==> src/rtl/pdm_demod.sv <==
`default_nettype none
// ============================================================================
// Module      : pdm_demod
// Description : Unipolar PDM to PCM demodulator using a 2nd-order CIC
//               decimator with saturating scaling and a valid/ready output.
// Revision    : 1.0 - initial release
// ============================================================================
module pdm_demod #(
    parameter int OUTPUT_WIDTH = 8,
    parameter int DEC_LOG2     = 5
) (
    input  logic                    clk,
    input  logic                    reset,
    input  logic                    pdm_in,
    input  logic                    bit_en,
    output logic [OUTPUT_WIDTH-1:0] sample,
    output logic                    sample_valid,
    input  logic                    sample_ready,
    output logic                    overrun
);

    localparam int                  c_W          = 2 * DEC_LOG2 + 1;
    localparam int                  c_SHIFT      = 2 * DEC_LOG2 - OUTPUT_WIDTH;
    localparam logic [DEC_LOG2-1:0] c_CNT_LAST   = '1;
    localparam logic [1:0]          c_WARM_DONE  = 2'd2;

    logic [c_W-1:0]          r_integ1;
    logic [c_W-1:0]          r_integ2;
    logic [c_W-1:0]          r_comb1_dly;
    logic [c_W-1:0]          r_comb2_dly;
    logic [c_W-1:0]          r_y;
    logic [DEC_LOG2-1:0]     r_dec_cnt;
    logic [1:0]              r_warm_cnt;
    logic                    r_tick_d;
    logic                    r_y_valid;

    logic                    w_tick;
    logic [c_W-1:0]          w_comb1;
    logic [c_W-1:0]          w_comb2;
    logic [c_W-1:0]          w_shifted;
    logic                    w_sat;
    logic [OUTPUT_WIDTH-1:0] w_scaled;

    assign w_tick = bit_en && (r_dec_cnt == c_CNT_LAST);

    // Integrator 2 accumulates integrator 1's value from before this update.
    always_ff @(posedge clk) begin
        if (!reset) begin
            r_integ1  <= '0;
            r_integ2  <= '0;
            r_dec_cnt <= '0;
        end else if (bit_en) begin
            r_integ1  <= r_integ1 + {{(c_W-1){1'b0}}, pdm_in};
            r_integ2  <= r_integ2 + r_integ1;
            r_dec_cnt <= r_dec_cnt + 1'b1;
        end
    end

    assign w_comb1 = r_integ2 - r_comb1_dly;
    assign w_comb2 = w_comb1 - r_comb2_dly;

    // The first two comb outputs are built on empty delay lines and are dropped.
    always_ff @(posedge clk) begin
        if (!reset) begin
            r_tick_d    <= 1'b0;
            r_comb1_dly <= '0;
            r_comb2_dly <= '0;
            r_y         <= '0;
            r_y_valid   <= 1'b0;
            r_warm_cnt  <= '0;
        end else begin
            r_tick_d  <= w_tick;
            r_y_valid <= 1'b0;
            if (r_tick_d) begin
                r_comb1_dly <= r_integ2;
                r_comb2_dly <= w_comb1;
                r_y         <= w_comb2;
                if (r_warm_cnt == c_WARM_DONE) begin
                    r_y_valid <= 1'b1;
                end else begin
                    r_warm_cnt <= r_warm_cnt + 1'b1;
                end
            end
        end
    end

    assign w_shifted = r_y >> c_SHIFT;
    assign w_sat     = |w_shifted[c_W-1:OUTPUT_WIDTH];
    assign w_scaled  = w_sat ? {OUTPUT_WIDTH{1'b1}} : w_shifted[OUTPUT_WIDTH-1:0];

    // A new result always wins over a handshake; overrun only if it was unread.
    always_ff @(posedge clk) begin
        if (!reset) begin
            sample       <= '0;
            sample_valid <= 1'b0;
            overrun      <= 1'b0;
        end else if (r_y_valid) begin
            sample       <= w_scaled;
            sample_valid <= 1'b1;
            if (sample_valid && !sample_ready) begin
                overrun <= 1'b1;
            end
        end else if (sample_valid && sample_ready) begin
            sample_valid <= 1'b0;
        end
    end

endmodule
`default_nettype wire

==> config.mk <==
export PLATFORM = sky130hd
export DESIGN_NAME = pdm_demod
export DESIGN_NICKNAME = d
export VERILOG_FILES = /design/src/rtl/pdm_demod.sv
export SDC_FILE = /design/constraint.sdc
export NUM_CORES = 1
export LEC_CHECK = 0
export ABC_AREA = 1
export CORE_MARGIN = 2
export CORE_UTILIZATION = 50
export DETAILED_ROUTE_END_ITERATION = 16
export PLACE_DENSITY = 0.67
export SYNTH_ARGS = -nofsm -noshare
export SYNTH_HDL_FRONTEND = slang
export SYNTH_SLANG_ARGS = --single-unit
==> constraint.sdc <==
create_clock -name clk -period 4.45 [get_ports clk]
set_clock_uncertainty 0.1 [all_clocks]
set_input_delay 0.89 -clock clk [delete_from_list [all_inputs] [get_ports clk]]
set_output_delay 0.89 -clock clk [all_outputs]
set_load 0.005 [all_outputs]
==> metrics.cfg, run 1 <==
[grt]
grt_overflow = 0
grt_pass1_wl_mm = 14.55
grt_pass1_vias = 3404
grt_max_degree = 47
antenna_found_initial = 0
grtUsageTotal_pct = 20.42

[floorplan]
die_x_um = 94.25
core_area_um2 = 7807
start_util_pct = 52.16
die_h_um = 94.25
die-area_um2 = 8883
rows = 32
ioPinCount = 15

[synth]
synth_ff_type = dfxtp_1
synth_edf_count = 0
synth_async_sr_flop_share_pct = 0
synth_area_leaders = dfxtp_1 35%, ha_1 10%, inv_1 8.1%, a21oi_1 7.9%, nand2_1 7.6%
synth_cells = 571
synth_top_area_share_pct = 35.39
syn_area_um2 = 4073
syn_avg_cell_area_um2 = 7.132
synth_seq_area_share_pct = 35.39
yosys_warnings = 0
synth_most_common_cell = inv_1
yosys-top-cells-count = 88 x inv_1, 82 x nand2_1, 72 x dfxtp_1, 64 x a21oi_1, 57 x nor2_1
yosysTopAreaCell = dfxtp_1
synth_cell_types = 27
synth_nets = 612
synth-seq-cells = 72

[setup_path]
cp_data_arrival_time_ps = 3240
startpoint_type = flip-flop
critical_path_peak_fanout = 4
required_ps = 4600
critPathKind = reg2reg
crit_path_end_kind = flip-flop

[power_and_ir_drop]
swShare_pct = 31.55
p_int_w = 0.0009855
power_density_nw_per_um2 = 321.2
p_switching_w = 0.0004543
seqPwrFrac_pct = 46.2
clkPwrFrac_pct = 33.1
ir_drop_mv = 0.2084
combPwrFrac_pct = 20.6
p_leak_nw = 2.071

[drt]
drt-total-wl_mm = 8.231
drc = 0
dr.pass1.iters = 5
ant_nets = 0
wl_per_cell_um = 11.93
via_count = 3581
viasPerCell = 5.190
drt_iter0_markers = 101

[placement]
placed_area_um2 = 4302
place_hpwl_mm = 6.120
gp_congestion = 0.8960
io_buffers = 14

[timing]
final-setup-viol-count = 0
slew_viol_final = 0
fmax_mhz = 323.4
maxSlewHeadroom_pct = 47.27
min_period_ps = 3092
final.setup.tns_ps = 0
layout_worst_path_cycle_share_pct = 69.49
worst_pin_slew_ps = 788.5
hold_viol = 0
grt_setup_unrepaired = false

[hold_path]
hold_class = reg2reg

[flow_run]
maxCapViolations = 0

[clocking]
numCtsBuffers = 9
cts_root_buffer = clkbuf_8
holdBufCountCts = 0
clk_pin_slew_worst_paths_ps = 80
worstSkewPairLatency_ps = 360
cts_sinks = 72
cts_resized = 0
clockBufferDepth = 2
h-tree-depth = 3
cts_tree = done
post_cts_buffers = 0

[finish]
n_antenna_cell = 0
fillers = 757
drive_gt1_share_pct = 3.912
final_nets = 624
final_area_um2 = 4483
area_delta_synth_final_pct = 10.08

[status]
outcome = finished clean

-- power groups by stage --
| stage | clock network (W) | registers, W | logic, W |
|---|---|---|---|
| 2_1_floorplan | 0 | 0.000677 | 0.000236 |
| 3_3_place_gp | 0 | 0.000680 | 0.000291 |
| 3_5_place_dp | 0 | 0.000681 | 0.000294 |
| 4_1_cts | 0.000490 | 0.000666 | 0.000295 |
| 5_1_grt | 0.000518 | 0.000668 | 0.000342 |
| 6_report | 0.000477 | 0.000666 | 0.000297 |
-- stage by stage --
| step | total power [W] | worst slack [ps] | util, % | std cells | hold slack (ps) |
|---|---|---|---|---|---|
| after floorplan | 0.0009125 | 1750 | - | 571 | 329.1 |
| after global placement | 0.0009717 | 1185 | 55.10 | 674 | 345.0 |
| after detailed placement | 0.0009744 | 1142 | 55.10 | 674 | 351.9 |
| after CTS | 0.001451 | 1321 | 57.42 | 690 | 363.0 |
| after global routing | 0.001527 | 972.1 | 57.42 | 690 | 380.3 |
| final | 0.001440 | 1358 | 57.42 | 690 | 360.4 |
-- logic make-up (layout without fill, tap and decap cells) --
| group | count (synthesis) | after routing | synth area share [%] |
|---|---|---|---|
| AO/OA/AOI/OAI | 151 | 151 | 19.91 |
| flip-flops | 72 | 72 | 35.39 |
| buffers and inverters | 108 | 125 | 9.984 |
| XOR/XNOR | 22 | 22 | 4.731 |
| AND/OR/NAND/NOR | 182 | 182 | 18.56 |
| adder cells (fa/ha/maj) | 36 | 36 | 11.43 |
-- sequential cells by signal (all words and copies together) (netlist names) --
name and flops:
overrun 1, r_comb1_dly 11, r_comb2_dly 11, r_dec_cnt 5, r_integ1 11, r_integ2 11, r_tick_d 1, r_warm_cnt 2
r_y 9, r_y_valid 1, sample 8, sample_valid 1
-- worst paths after layout --
path / startpoint / end / slack, ps / cells after the start
setup / recovery: r_integ2[0] / r_y[10] / 1360 / 17
hold / removal: r_y[2] / sample[0] / 360 / 2
setup reg to reg: r_integ2[0] / r_y[10] / 1360 / 17
hold reg to reg: r_y[2] / sample[0] / 360 / 2
-- layout by cell type (no fill, tap or decap), drive strengths merged --
cell type      Yosys  routed
nand4              7       7
ha                34      34
nor3              12      12
o21a               3       3
nand3b             1       1
nand2             82      82
o21ai             62      62
a31oi              6       6
fa                 2       2
buf                1       3
inv               89      90
clkinvlp           0       1
dfxtp             72      72
nor2              59      59
nand3             21      21
o21bai             6       6
clkinv             3       7
a21oi             64      64
a21o               4       4
clkdlybuf4s50      0      14
xnor2              6       6
a211oi             1       1
clkbuf            15      10
o211ai             5       5
xor2              16      16
-- final cells by class --
type | instances | area, um2 | area share, %
Clock buffer | 10 | 137.6 | 3.070
Multi-Input combinational cell | 391 | 2225 | 49.62
Clock inverter | 6 | 43.79 | 0.9768
Sequential cell | 72 | 1441 | 32.15
Inverter | 92 | 345.3 | 7.703
Timing Repair Buffer | 17 | 162.7 | 3.628
Tap cell | 102 | 127.6 | 2.847
-- metal layers --
metal  track usage, %  wire (um)  vias to the layer above  part of all wire, %
met4            7.850        145                        0                  1.8
met3            4.173        252                       14                  3.1
met5                0          0                        -                    0
met2            35.95       3978                       43                   48
li1                 -          -                     1906                    -
met1            24.28       3855                     1618                   47
-- critical path: stages (launching register included) --
cell      delay (ps)
dfxtp_1          320
inv_1            100
ha_1             180
inv_1             90
fa_1             450
a21oi_1          240
o21bai_1         100
xor2_1           160
ha_1             350
inv_1             90
nor3_1           250
nand2_1          110
nand3_1           80
nor2_1            50
nand3_1           70
nand3_1          100
nand2_1          100
inv_1             40
No activity file was read; power rests on OpenSTA's default activity.
==> run 2: changes to the inputs <==
==> constraint.sdc (replaced) <==
create_clock -name clk -period 3 [get_ports clk]
set_clock_uncertainty 0.1 [all_clocks]
set_input_delay 0.6 -clock clk [delete_from_list [all_inputs] [get_ports clk]]
set_output_delay 0.6 -clock clk [all_outputs]
set_load 0.005 [all_outputs]
==> run 2 against run 1 <==
  * Clock power grew 62%
  * Non-clock buffer count grew 10
  * Combinational power grew 77%
==> metrics.cfg, run 2 (synthesis results as in run 1) <==
[status]
outcome = finished clean

[clocking]
clk_pin_slew_worst_paths_ps = 80  ; about the same
cts_root_buffer = clkbuf_8
h-tree-depth = 3  ; unchanged
numCtsBuffers = 9  ; unchanged
cts_tree = done
worstSkewPairLatency_ps = 350  ; about the same
cts_sinks = 72  ; unchanged
clockBufferDepth = 2  ; unchanged
holdBufCountCts = 0  ; unchanged

[timing]
layout_worst_path_cycle_share_pct = 95.25  ; +26 points
fmax_mhz = 350.0  ; +8.2%
final.setup.worst_slack_ps = 142.6  ; -1215 ps
min_period_ps = 2857  ; -234.8 ps
worst_pin_slew_ps = 431.0  ; -357.5 ps
holdWs_ps = 359.1  ; -1.310 ps
hold_viol = 0  ; unchanged
slew_viol_final = 0  ; unchanged
final-setup-viol-count = 0  ; unchanged
maxSlewHeadroom_pct = 71.27  ; +24 points

[floorplan]
die_h_um = 94.25  ; unchanged
die-area_um2 = 8883  ; unchanged
rows = 32  ; unchanged
core_area_um2 = 7807  ; unchanged
die_x_um = 94.25  ; unchanged
start_util_pct = 52.16  ; unchanged
ioPinCount = 15  ; unchanged

[finish]
drive_gt1_share_pct = 8.710  ; +4.8 points
area_delta_synth_final_pct = 15.55
layout_common_cells = 88 x inv_1, 82 x nand2_1, 72 x dfxtp_1, 59 x a21oi_1, 53 x nor2_1
final_nets = 634  ; +1.6%
n_antenna_cell = 0  ; unchanged
stdcell_count = 699  ; +1.3%
layout.cells.most_common = inv_1

[setup_path]
crit_path_end_kind = flip-flop
critPathKind = reg2reg
cp_data_arrival_time_ps = 3010  ; -230 ps
critical_path_peak_fanout = 3  ; -1
required_ps = 3150  ; -1450 ps
startpoint_type = flip-flop

[drt]
drt_iter0_markers = 170  ; +68%
drc = 0  ; unchanged
wl_per_cell_um = 13.09  ; +9.7%
via_count = 3659  ; +2.2%
viasPerCell = 5.235  ; +0.86%
drt-total-wl_mm = 9.147  ; +11%
ant_nets = 0  ; unchanged
dr.pass1.iters = 4  ; -1

[placement]
gp_congestion = 0.9438  ; +5.3%
io_buffers = 14  ; unchanged
dp.cells = 681  ; +1.0%
pre_cts_ws_ps = -39.45  ; -1182 ps
place_hpwl_mm = 6.634  ; +8.4%

[grt]
grt_pass1_wl_mm = 15.44  ; +6.1%
grt_pass1_vias = 3486  ; +2.4%
grt_max_degree = 46  ; -2.1%
antenna_found_initial = 0  ; unchanged
grtUsageTotal_pct = 22.11  ; +1.7 points
grt_overflow = 0  ; unchanged

[power_and_ir_drop]
p_leak_nw = 2.145  ; +3.6%
power_density_nw_per_um2 = 485.6  ; +51%
combPwrFrac_pct = 23.0  ; +2.4 points
swShare_pct = 30.78  ; -0.77 points
clkPwrFrac_pct = 33.8  ; +0.7 points
p_int_w = 0.001582  ; +60%
p_switching_w = 0.0007035  ; +55%
ir_drop_mv = 0.2991  ; +44%
p_total_w = 0.002285  ; +59%
seqPwrFrac_pct = 43.2  ; -3.0 points

[flow_run]
maxCapViolations = 0  ; unchanged

[hold_path]
hold_class = reg2reg

-- run 2: changes by cell type in the layout (fill, tap and decap cells not counted), moves of 2 or more --
cell      delta
clkinv_4     -2
nor3_2       +2
ha_1         -5
a21oi_2      +4
nor2_2       +3
ha_4         +5
a21oi_1      -5
nor2_1       -4
buf_4       +10
nor3_1       -2
-- run 2: cell type report --
class	instances	area, um2
fill	740	3102
multi-input combinational	391	2360
sequential	72	1441
inverter	92	345.3
timing repair buffer	27	237.7
clock buffer	10	137.6
tap	102	127.6
clock inverter	5	56.30
-- run 2: power groups by stage --
stage | registers [W] | logic [W] | clock network [W]
5_1_grt | 0.000990 | 0.000589 | 0.000833
2_1_floorplan | 0.00100 | 0.000350 | 0
6_report | 0.000988 | 0.000525 | 0.000772
4_1_cts | 0.000986 | 0.000460 | 0.000795
3_3_place_gp | 0.00101 | 0.000454 | 0
3_5_place_dp | 0.00101 | 0.000453 | 0
-- run 2: final timing paths --
check | start | cells after the start | slack, ps | endpoint
min reg2reg | r_y[3] | 2 | 360 | sample[1]
max reg2reg | r_integ2[0] | 17 | 140 | r_y[10]
min | r_y[3] | 2 | 360 | sample[1]
max | r_integ2[0] | 17 | 140 | r_y[10]
-- run 2: metrics by stage --
step | utilization [%] | setup TNS (ps) | instance area [um2]
after floorplan | - | 0 | 4073
after global placement | 55.77 | -15.49 | 4354
after detailed placement | 55.77 | -39.45 | 4354
after CTS | 58.37 | 0 | 4557
after global routing | 60.27 | -97.31 | 4706
final | 60.27 | 0 | 4706
-- run 2: metal layers --
metal / track usage (%) / vias up / wire length (um)
met1: 26.51 / 1666 / 4141
met4: 8.816 / 0 / 202
met5: 0 / - / 0
li1: - / 1916 / -
met3: 4.334 / 18 / 222
met2: 38.63 / 59 / 4581
-- run 2: worst max-delay path, cell delays in order, from the launching register on --
cell and delay [ps]:
dfxtp_1 320, inv_1 100, ha_1 180, inv_1 90, fa_2 400, a21oi_4 210
o21bai_1 100, xor2_1 160, ha_1 320, buf_4 150, a31oi_1 170, nand3_1 110
nor2_2 100, inv_1 50, nand2_1 50, nand3_1 60, nand2_1 60, inv_1 30
-- run 2: repair_timing --
| item | CTS | global route |
|---|---|---|
| hold endpoints to repair | 0 | 0 |
| pin swaps | 0 | 9 |
| buffers inserted | 0 | 3 |
| resized for setup | 2 | 23 |
| endpoints found under the setup margin | 1 | 5 |
